**src/rtl/ram_arb_pkg.sv**
```systemverilog
// ram_arb_pkg: shared types for the two-port RAM arbiter.
// Holds the FSM state enum, bus widths, the port id and the latched request.
package ram_arb_pkg;

    localparam int ADDR_W = 8;
    localparam int DATA_W = 8;

    typedef enum logic [1:0] {
        IDLE    = 2'd0,
        ACCESS  = 2'd1,
        CAPTURE = 2'd2
    } state_t;

    typedef enum logic {
        PORT0 = 1'b0,
        PORT1 = 1'b1
    } port_id_t;

    typedef struct packed {
        logic              we;
        logic [ADDR_W-1:0] addr;
        logic [DATA_W-1:0] wdata;
        port_id_t          id;
    } req_t;

endpackage

```
**src/rtl/ram_arbiter_if.sv**
```systemverilog
// ram_arbiter_if: request/response handshake for both requester ports.
// master = requester side (drives valid/we/addr/wdata), slave = arbiter.
interface ram_arbiter_if;
    import ram_arb_pkg::*;

    logic              p0_valid;
    logic              p0_ready;
    logic              p0_we;
    logic [ADDR_W-1:0] p0_addr;
    logic [DATA_W-1:0] p0_wdata;
    logic              p0_rsp;

    logic              p1_valid;
    logic              p1_ready;
    logic              p1_we;
    logic [ADDR_W-1:0] p1_addr;
    logic [DATA_W-1:0] p1_wdata;
    logic              p1_rsp;

    modport master (
        output p0_valid, p0_we, p0_addr, p0_wdata,
        input  p0_ready, p0_rsp,
        output p1_valid, p1_we, p1_addr, p1_wdata,
        input  p1_ready, p1_rsp
    );

    modport slave (
        input  p0_valid, p0_we, p0_addr, p0_wdata,
        output p0_ready, p0_rsp,
        input  p1_valid, p1_we, p1_addr, p1_wdata,
        output p1_ready, p1_rsp
    );

endinterface

```
**src/rtl/rr_arb2.sv**
```systemverilog
// rr_arb2: 2-way grant. Ports: req[1:0] in, grant[1:0] one-hot out;
// with RAM_ARB_RR_EN also clk, rst, accept (pointer update strobe).
module rr_arb2
    import ram_arb_pkg::*;
(
`ifdef RAM_ARB_RR_EN
    input  logic       clk,
    input  logic       rst,
    input  logic       accept,
`endif
    input  logic [1:0] req,
    output logic [1:0] grant
);

`ifdef RAM_ARB_RR_EN
    // Port served most recently; the other port wins a tie.
    port_id_t last;

    always_ff @(posedge clk) begin
        if (rst)
            last <= PORT1;
        else if (accept)
            last <= port_id_t'(grant[1]);
    end

    always_comb begin
        grant = 2'b00;
        unique case (req)
            2'b11:   grant = (last == PORT1) ? 2'b01 : 2'b10;
            2'b01:   grant = 2'b01;
            2'b10:   grant = 2'b10;
            default: grant = 2'b00;
        endcase
    end
`else
    // Fixed priority: port 0 always wins.
    assign grant = {req[1] & ~req[0], req[0]};
`endif

endmodule

```
**src/rtl/ram_arbiter.sv**
```systemverilog
// ram_arbiter: shares one registered-output RAM between two requesters.
// Ports: clk, rst, bus (ram_arbiter_if.slave), rsp_rdata, busy, ram_* side.
// Define RAM_ARB_RR_EN for round-robin tie-breaking (else port 0 wins).
module ram_arbiter
    import ram_arb_pkg::*;
(
    input  logic              clk,
    input  logic              rst,
    ram_arbiter_if.slave      bus,
    output logic [DATA_W-1:0] rsp_rdata,
    output logic              busy,
    output logic              ram_read,
    output logic              ram_write,
    output logic [ADDR_W-1:0] ram_address,
    output logic [DATA_W-1:0] ram_data,
    input  logic [DATA_W-1:0] ram_out
);

    state_t     state;
    state_t     state_nxt;
    req_t       cur;
    req_t       win_req;
    logic [1:0] req;
    logic [1:0] grant;
    logic       idle;
    logic       accept;
    logic       rsp0_q;
    logic       rsp1_q;

    assign req  = {bus.p1_valid, bus.p0_valid};
    assign idle = (state == IDLE);
    assign busy = ~idle;

    rr_arb2 u_arb (
`ifdef RAM_ARB_RR_EN
        .clk    (clk),
        .rst    (rst),
        .accept (accept),
`endif
        .req    (req),
        .grant  (grant)
    );

    assign bus.p0_ready = idle & grant[0];
    assign bus.p1_ready = idle & grant[1];
    assign bus.p0_rsp   = rsp0_q;
    assign bus.p1_rsp   = rsp1_q;

    assign accept = (bus.p0_valid & bus.p0_ready)
                  | (bus.p1_valid & bus.p1_ready);

    always_comb begin
        if (grant[1])
            win_req = '{we: bus.p1_we, addr: bus.p1_addr,
                        wdata: bus.p1_wdata, id: PORT1};
        else
            win_req = '{we: bus.p0_we, addr: bus.p0_addr,
                        wdata: bus.p0_wdata, id: PORT0};
    end

    always_ff @(posedge clk) begin
        if (rst) begin
            state     <= IDLE;
            cur       <= '0;
            rsp0_q    <= 1'b0;
            rsp1_q    <= 1'b0;
            rsp_rdata <= '0;
        end else begin
            state  <= state_nxt;
            rsp0_q <= 1'b0;
            rsp1_q <= 1'b0;
            if (accept)
                cur <= win_req;
            // RAM data is valid in CAPTURE; response fires on exit.
            if (state == CAPTURE) begin
                if (!cur.we)
                    rsp_rdata <= ram_out;
                rsp0_q <= (cur.id == PORT0);
                rsp1_q <= (cur.id == PORT1);
            end
        end
    end

    always_comb begin
        state_nxt   = state;
        ram_read    = 1'b0;
        ram_write   = 1'b0;
        ram_address = '0;
        ram_data    = '0;
        case (state)
            IDLE: begin
                if (accept)
                    state_nxt = ACCESS;
            end
            ACCESS: begin
                ram_read    = ~cur.we;
                ram_write   = cur.we;
                ram_address = cur.addr;
                ram_data    = cur.wdata;
                state_nxt   = CAPTURE;
            end
            CAPTURE: state_nxt = IDLE;
            default: state_nxt = IDLE;
        endcase
    end

endmodule
```
**src/flat_wrapper.sv**
```systemverilog
// flat-port wrapper written by rule: the top's interface ports become plain ports
module ram_arbiter_flat import ram_arb_pkg::*;
  (clk, rst, rsp_rdata, busy, ram_read, ram_write, ram_address, ram_data, ram_out, bus_p0_valid, bus_p0_we, bus_p0_addr, bus_p0_wdata, bus_p0_ready, bus_p0_rsp, bus_p1_valid, bus_p1_we, bus_p1_addr, bus_p1_wdata, bus_p1_ready, bus_p1_rsp);
  ram_arbiter_if bus_i ();
  input  logic clk;
  input  logic rst;
  output logic [DATA_W-1:0] rsp_rdata;
  output logic busy;
  output logic ram_read;
  output logic ram_write;
  output logic [ADDR_W-1:0] ram_address;
  output logic [DATA_W-1:0] ram_data;
  input  logic [DATA_W-1:0] ram_out;
  input wire logic [$bits(bus_i.p0_valid)-1:0] bus_p0_valid;
  input wire logic [$bits(bus_i.p0_we)-1:0] bus_p0_we;
  input wire logic [$bits(bus_i.p0_addr)-1:0] bus_p0_addr;
  input wire logic [$bits(bus_i.p0_wdata)-1:0] bus_p0_wdata;
  output wire logic [$bits(bus_i.p0_ready)-1:0] bus_p0_ready;
  output wire logic [$bits(bus_i.p0_rsp)-1:0] bus_p0_rsp;
  input wire logic [$bits(bus_i.p1_valid)-1:0] bus_p1_valid;
  input wire logic [$bits(bus_i.p1_we)-1:0] bus_p1_we;
  input wire logic [$bits(bus_i.p1_addr)-1:0] bus_p1_addr;
  input wire logic [$bits(bus_i.p1_wdata)-1:0] bus_p1_wdata;
  output wire logic [$bits(bus_i.p1_ready)-1:0] bus_p1_ready;
  output wire logic [$bits(bus_i.p1_rsp)-1:0] bus_p1_rsp;
  assign bus_i.p0_valid = bus_p0_valid;
  assign bus_i.p0_we = bus_p0_we;
  assign bus_i.p0_addr = bus_p0_addr;
  assign bus_i.p0_wdata = bus_p0_wdata;
  assign bus_p0_ready = bus_i.p0_ready;
  assign bus_p0_rsp = bus_i.p0_rsp;
  assign bus_i.p1_valid = bus_p1_valid;
  assign bus_i.p1_we = bus_p1_we;
  assign bus_i.p1_addr = bus_p1_addr;
  assign bus_i.p1_wdata = bus_p1_wdata;
  assign bus_p1_ready = bus_i.p1_ready;
  assign bus_p1_rsp = bus_i.p1_rsp;
  ram_arbiter u_core (.clk(clk), .rst(rst), .bus(bus_i), .rsp_rdata(rsp_rdata), .busy(busy), .ram_read(ram_read), .ram_write(ram_write), .ram_address(ram_address), .ram_data(ram_data), .ram_out(ram_out));
endmodule
```
**config.mk**
```make
export PLATFORM = sky130hd
export DESIGN_NAME = ram_arbiter_flat
export DESIGN_NICKNAME = d
export VERILOG_FILES = /design/src/rtl/ram_arb_pkg.sv /design/src/rtl/ram_arbiter_if.sv /design/src/rtl/rr_arb2.sv /design/src/rtl/ram_arbiter.sv /design/src/flat_wrapper.sv
export SDC_FILE = /design/constraint.sdc
export NUM_CORES = 1
export LEC_CHECK = 0
export CAP_MARGIN = 5
export CORE_MARGIN = 2
export CORE_UTILIZATION = 39
export DETAILED_ROUTE_END_ITERATION = 16
export PLACE_DENSITY = 0.8
export SLEW_MARGIN = 30
export SYNTH_ARGS = -nofsm -noshare
export SYNTH_HDL_FRONTEND = slang
export SYNTH_SLANG_ARGS = --single-unit
```
**constraint.sdc**
```tcl
create_clock -name clk -period 1.4 [get_ports clk]
set_input_delay 0.28 -clock clk [delete_from_list [all_inputs] [get_ports clk]]
set_output_delay 0.28 -clock clk [all_outputs]
set_load 0.01 [all_outputs]
```
Yosys cells after proc, flatten, opt, wreduce, memory -nomap -nowiden
Cells that the tools add are included.
Operators by class
  equality and inequality tests: 3
  muxes and demuxes: 7
  bitwise gates (word level): 11
  reduce and logical (&&, ||, !) cells: 3
Operators by type and width (count)
  $mux 18: 1
  $mux 8: 2
  $and 1x1->1: 5
  $not 1->1: 5
  $pmux 2 s2: 1
  $eq 2x1->1 const B: 1
  $eq 2x2->1 const B: 1
  $logic_not 2->1: 1
  $mux 1: 2
  $mux 2: 1
  $ne 2x2->1 const B: 1
  $reduce_and 2->1: 1
  $reduce_or 2->1: 1
  $or 1x1->1: 1
Word-level totals
  bits in registers: 30
  bits of input ports: 46
  output and inout bits: 31
  logic and storage cells: 32

Logic depth before layout (Yosys ltp)
  depth in word-level cells: 7
  gate-level depth with buffers: 6
  depth with buffers taken out: 3

By module
From an unflattened synthesis, not the netlist that was laid out.
Second synthesis, totals
  cell total of the unflattened synthesis: 145
  area, all modules: 1457.6 sq um
Modules (own cells, without submodules)
  ram_arbiter: instances 1, cells an instance 143, area an instance 1436.4 sq um, seq. area each 600.6 sq um
  rr_arb2: instances 1, cells an instance 2, area an instance 21.3 sq um, seq. area each 0.0 sq um

Least setup slack after synthesis
Ideal clock, no wire load.
  path kind: flip-flop to output port
  start point: reg u_core.state[0]
  end point: out ram_address[4]
  arrival: 1088 ps
  data required time: 1120 ps
  slack: 32 ps
  cell stages (with the launch flop): 4
  buffers on the path: 1
  cell sequence: dfxtp_1 nor2b_1 clkbuf_1 and2_1
Between the ends
  cells in the longest elaborated chain, start to end: 2
Ends and longest elaborated chain
  start, declared: RTL line ram_arbiter.sv:19  | state_t state;
  start signal, assigned: RTL line ram_arbiter.sv:69  | state <= state_nxt;
  $eq 2x1->1: RTL line ram_arbiter.sv:90  | case (state)
  $mux 8: RTL line ram_arbiter.sv:90
  end, declared: RTL line flat_wrapper.sv:11  | output logic [ADDR_W-1:0] ram_address;
No other way between the ends.

Final worst setup path
  start point: reg u_core.state[0]
  end point: out ram_address[7]
The elaborated chain is that of the path after synthesis.

==> results.cfg <==
[outcome]
outcome = finished, violations left
failed_checks = negative setup slack

[global_route]
grt_pass1_wl_mm = 6.40
antenna_found_initial = 0
overflow = 0
grt_max_degree = 21
grt_usage = 0.202
grt_pass1_vias = 1406

[synth]
synth_edf_count = 0
synth_cells = 163
ys_types = 22
yosys_most_used_dff = dfxtp_1
synth_area_leaders = dfxtp_1, a311oi_2, nand2_1, and2_1, a21oi_1
seq_area_frac_synth = 0.419
syn_area_per_cell_um2 = 8.79
async_flop_share = 0
synth-seq-cells = 30
yosys_warnings = 0
yosysTopAreaCell = dfxtp_1
syn_area_um2 = 1430
synth_common_cells = nand2_1, dfxtp_1, a21oi_1, and2_1, nor2_1
synth_most_common_cell = nand2_1
synth_nets = 209
yosysTopAreaCellShare = 0.419

[worst_hold_path]
hold_end = u_core.bus.p0_rsp
min-delay-start = u_core.cur[0]
min_path_cells = 1
hp-class = reg2reg

[placement]
portBuffers = 76
gp_congestion = 0.755
place_hpwl_mm = 2.93
dp.cells = 290

[clocking]
clk_latency_ns = 0.28
cts_max_level = 2
cts_buffer_depth = 2
hold_buffers = 0
cts_tree = built
cts_sinks = 30
clkTransAtPathRegs_ns = 0.06
cts_made_buffers = 5
root_buffer = clkbuf_8

[worst_setup_path]
critPathArrivalTime_ns = 1.22
r2r-end = u_core.cur[7]
reg2regPathDepth = 5
crit_type = reg2out
worst_ep_required_time_ns = 1.12
cp_slowest_stage_delay_ns = 0.36
start_kind = flip-flop
critPathSlowestCell = dfxtp_2
crit_chain = nor2b_4, buf_6, and2_1, buf_6
crit_path_max_fanout = 8
r2r-start = u_core.state[1]
end_kind = output port
reg2reg_slack_ns = 0.12
cp_common_cell = buf_6

[timing]
hold_viol_final = 0
setup_ws_ns = -0.103
slew_headroom = 0.841
rsz0062_at_grt = yes
fin_crit_sh = 1.07
worst_pin_slew_ns = 0.235
skew_ns = 0.00434
fmax_mhz = 665
finalSetupViolCount = 18
period_minus_slack_ns = 1.50
final_max_slew_viol_count = 0

[power]
p_seq_frac = 0.421
sw_frac_of_total = 0.266
comb_power_share = 0.275
p_per_area_nw_per_um2 = 921
intPower_w = 0.00169
p_sw_w = 0.000612
pwr-share-clk = 0.303
ir_drop_uv = 630
total_power_w = 0.00230
p_leak_nw = 1.10

[route]
drt-pass1-iter-count = 4
detail-route-antenna-nets = 0
drc = 0
wl_per_cell_um = 13.7
vias = 1470
avgViaCountPerCell = 4.87
wirelength_mm = 4.14
drt-initial-drc-count = 54

[cells_and_area]
diodes = 0
final_nets = 299
drive_gt1_frac = 0.323
multi_input_area_um2 = 815
final_cells = 302
regArea_um2 = 606
area_growth_pct = 74.4
fillCellCount = 300

[floorplan]
io_pins = 77
die_w_um = 64.6
placeableCoreArea_um2 = 3610
die_h_um = 64.6
fp-row-count = 22
start_util = 0.397
dieArea_um2 = 4170

[job]
cap_viol_max_count = 0
power by group through the flow:
stage                     registers, W  logic [W]  clock network [W]
after floorplan               0.000976   0.000290                  0
after global placement        0.000974   0.000573                  0
after detailed placement      0.000977   0.000583                  0
after CTS                     0.000966   0.000602           0.000713
after global routing          0.000977   0.000686           0.000750
final                         0.000969   0.000633           0.000698
cell type report:
class	instances	area share
repair buffers	97	0.370
inverters	1	0.00150
clock inverters	1	0.00200
flip-flops and latches	30	0.242
well taps	48	0.0240
multi-input cells	118	0.326
clock buffers	7	0.0346
state kept, by name, summed over array words and instances (netlist names):
signal / count
u_core.bus.p0_rsp: 1
u_core.cur: 18
u_core.bus.p1_rsp: 1
u_core.rsp_rdata: 8
u_core.state: 2
how the worst max path moves through the flow:
stage | from | end | cells past startpoint
detailed placement | bus_p0_valid | bus_p1_ready | 4
global route | u_core.state[0] | ram_read | 4
finish | u_core.state[0] | ram_address[7] | 4
global placement | bus_p0_valid | bus_p1_ready | 4
CTS | u_core.state[0] | ram_data[3] | 4
floorplan | u_core.state[0] | ram_address[4] | 3
placed cells by master (no fill, tap or decap):
master	n
a311oi_2	9
and2_1	4
clkinv_2	1
nor2_4	1
inv_2	1
dfxtp_1	28
mux2i_1	8
dfxtp_2	1
clkdlybuf4s50_1	43
nor2_2	1
nor2b_1	2
buf_4	17
nor2_1	8
clkbuf_8	6
nor4b_1	1
buf_2	5
nand2_1	34
buf_6	18
dfxtp_4	1
clkbuf_1	1
dlygate4sd2_1	10
clkbuf_2	1
nor3b_1	1
nor4bb_1	1
a21oi_1	18
nor3_1	1
nor2b_4	2
and2_4	16
nand2b_4	1
or2_1	1
and2b_1	1
a311oi_1	8
dlymetal6s2s_1	2
buf_12	1
metrics by stage:
stage                     utilization  TNS (ns)  instance area, um^2  hold WS, ns  setup WS, ns
after floorplan                     -         0                 1430        0.417        0.0322
after global placement          0.641     -8.78                 2310        0.441        -0.441
after detailed placement        0.641     -9.61                 2310        0.441        -0.450
after CTS                       0.671     -1.56                 2420        0.453       -0.0990
after global routing            0.693     -2.33                 2500        0.474        -0.152
final                           0.693     -1.45                 2500        0.458        -0.103
cells by family (layout without fill, tap and decap cells):
logic type | Yosys count | count (layout) | share of synthesized area
multiplexers | 8 | 8 | 0.0559
buffers and inverters | 16 | 106 | 0.0655
AO/OA/AOI/OAI | 35 | 35 | 0.206
flip-flops | 30 | 30 | 0.419
AND/OR/NAND/NOR | 74 | 75 | 0.253
metal layers:
metal	track usage	vias to the layer above	share of wire
met2	0.393	51	0.54
met5	0	-	0
li1	-	740	-
met3	0.0503	5	0.063
met1	0.204	674	0.39
met4	0.0798	0	0.012
critical path, delay by kind of cell, from the launching register on:
family	cells	cell delay, ns
buf+inv	2	0.25
flops	1	0.36
simple gates	2	0.33
timing repair:
item                       4_1_cts  5_1_grt
setup buffers                    2        0
gates cloned                     1        1
pin swaps                       10        3
setup endpoints to repair       46       34
gates resized for setup        118       24
Note: power is estimated with default switching activity, not from simulation.
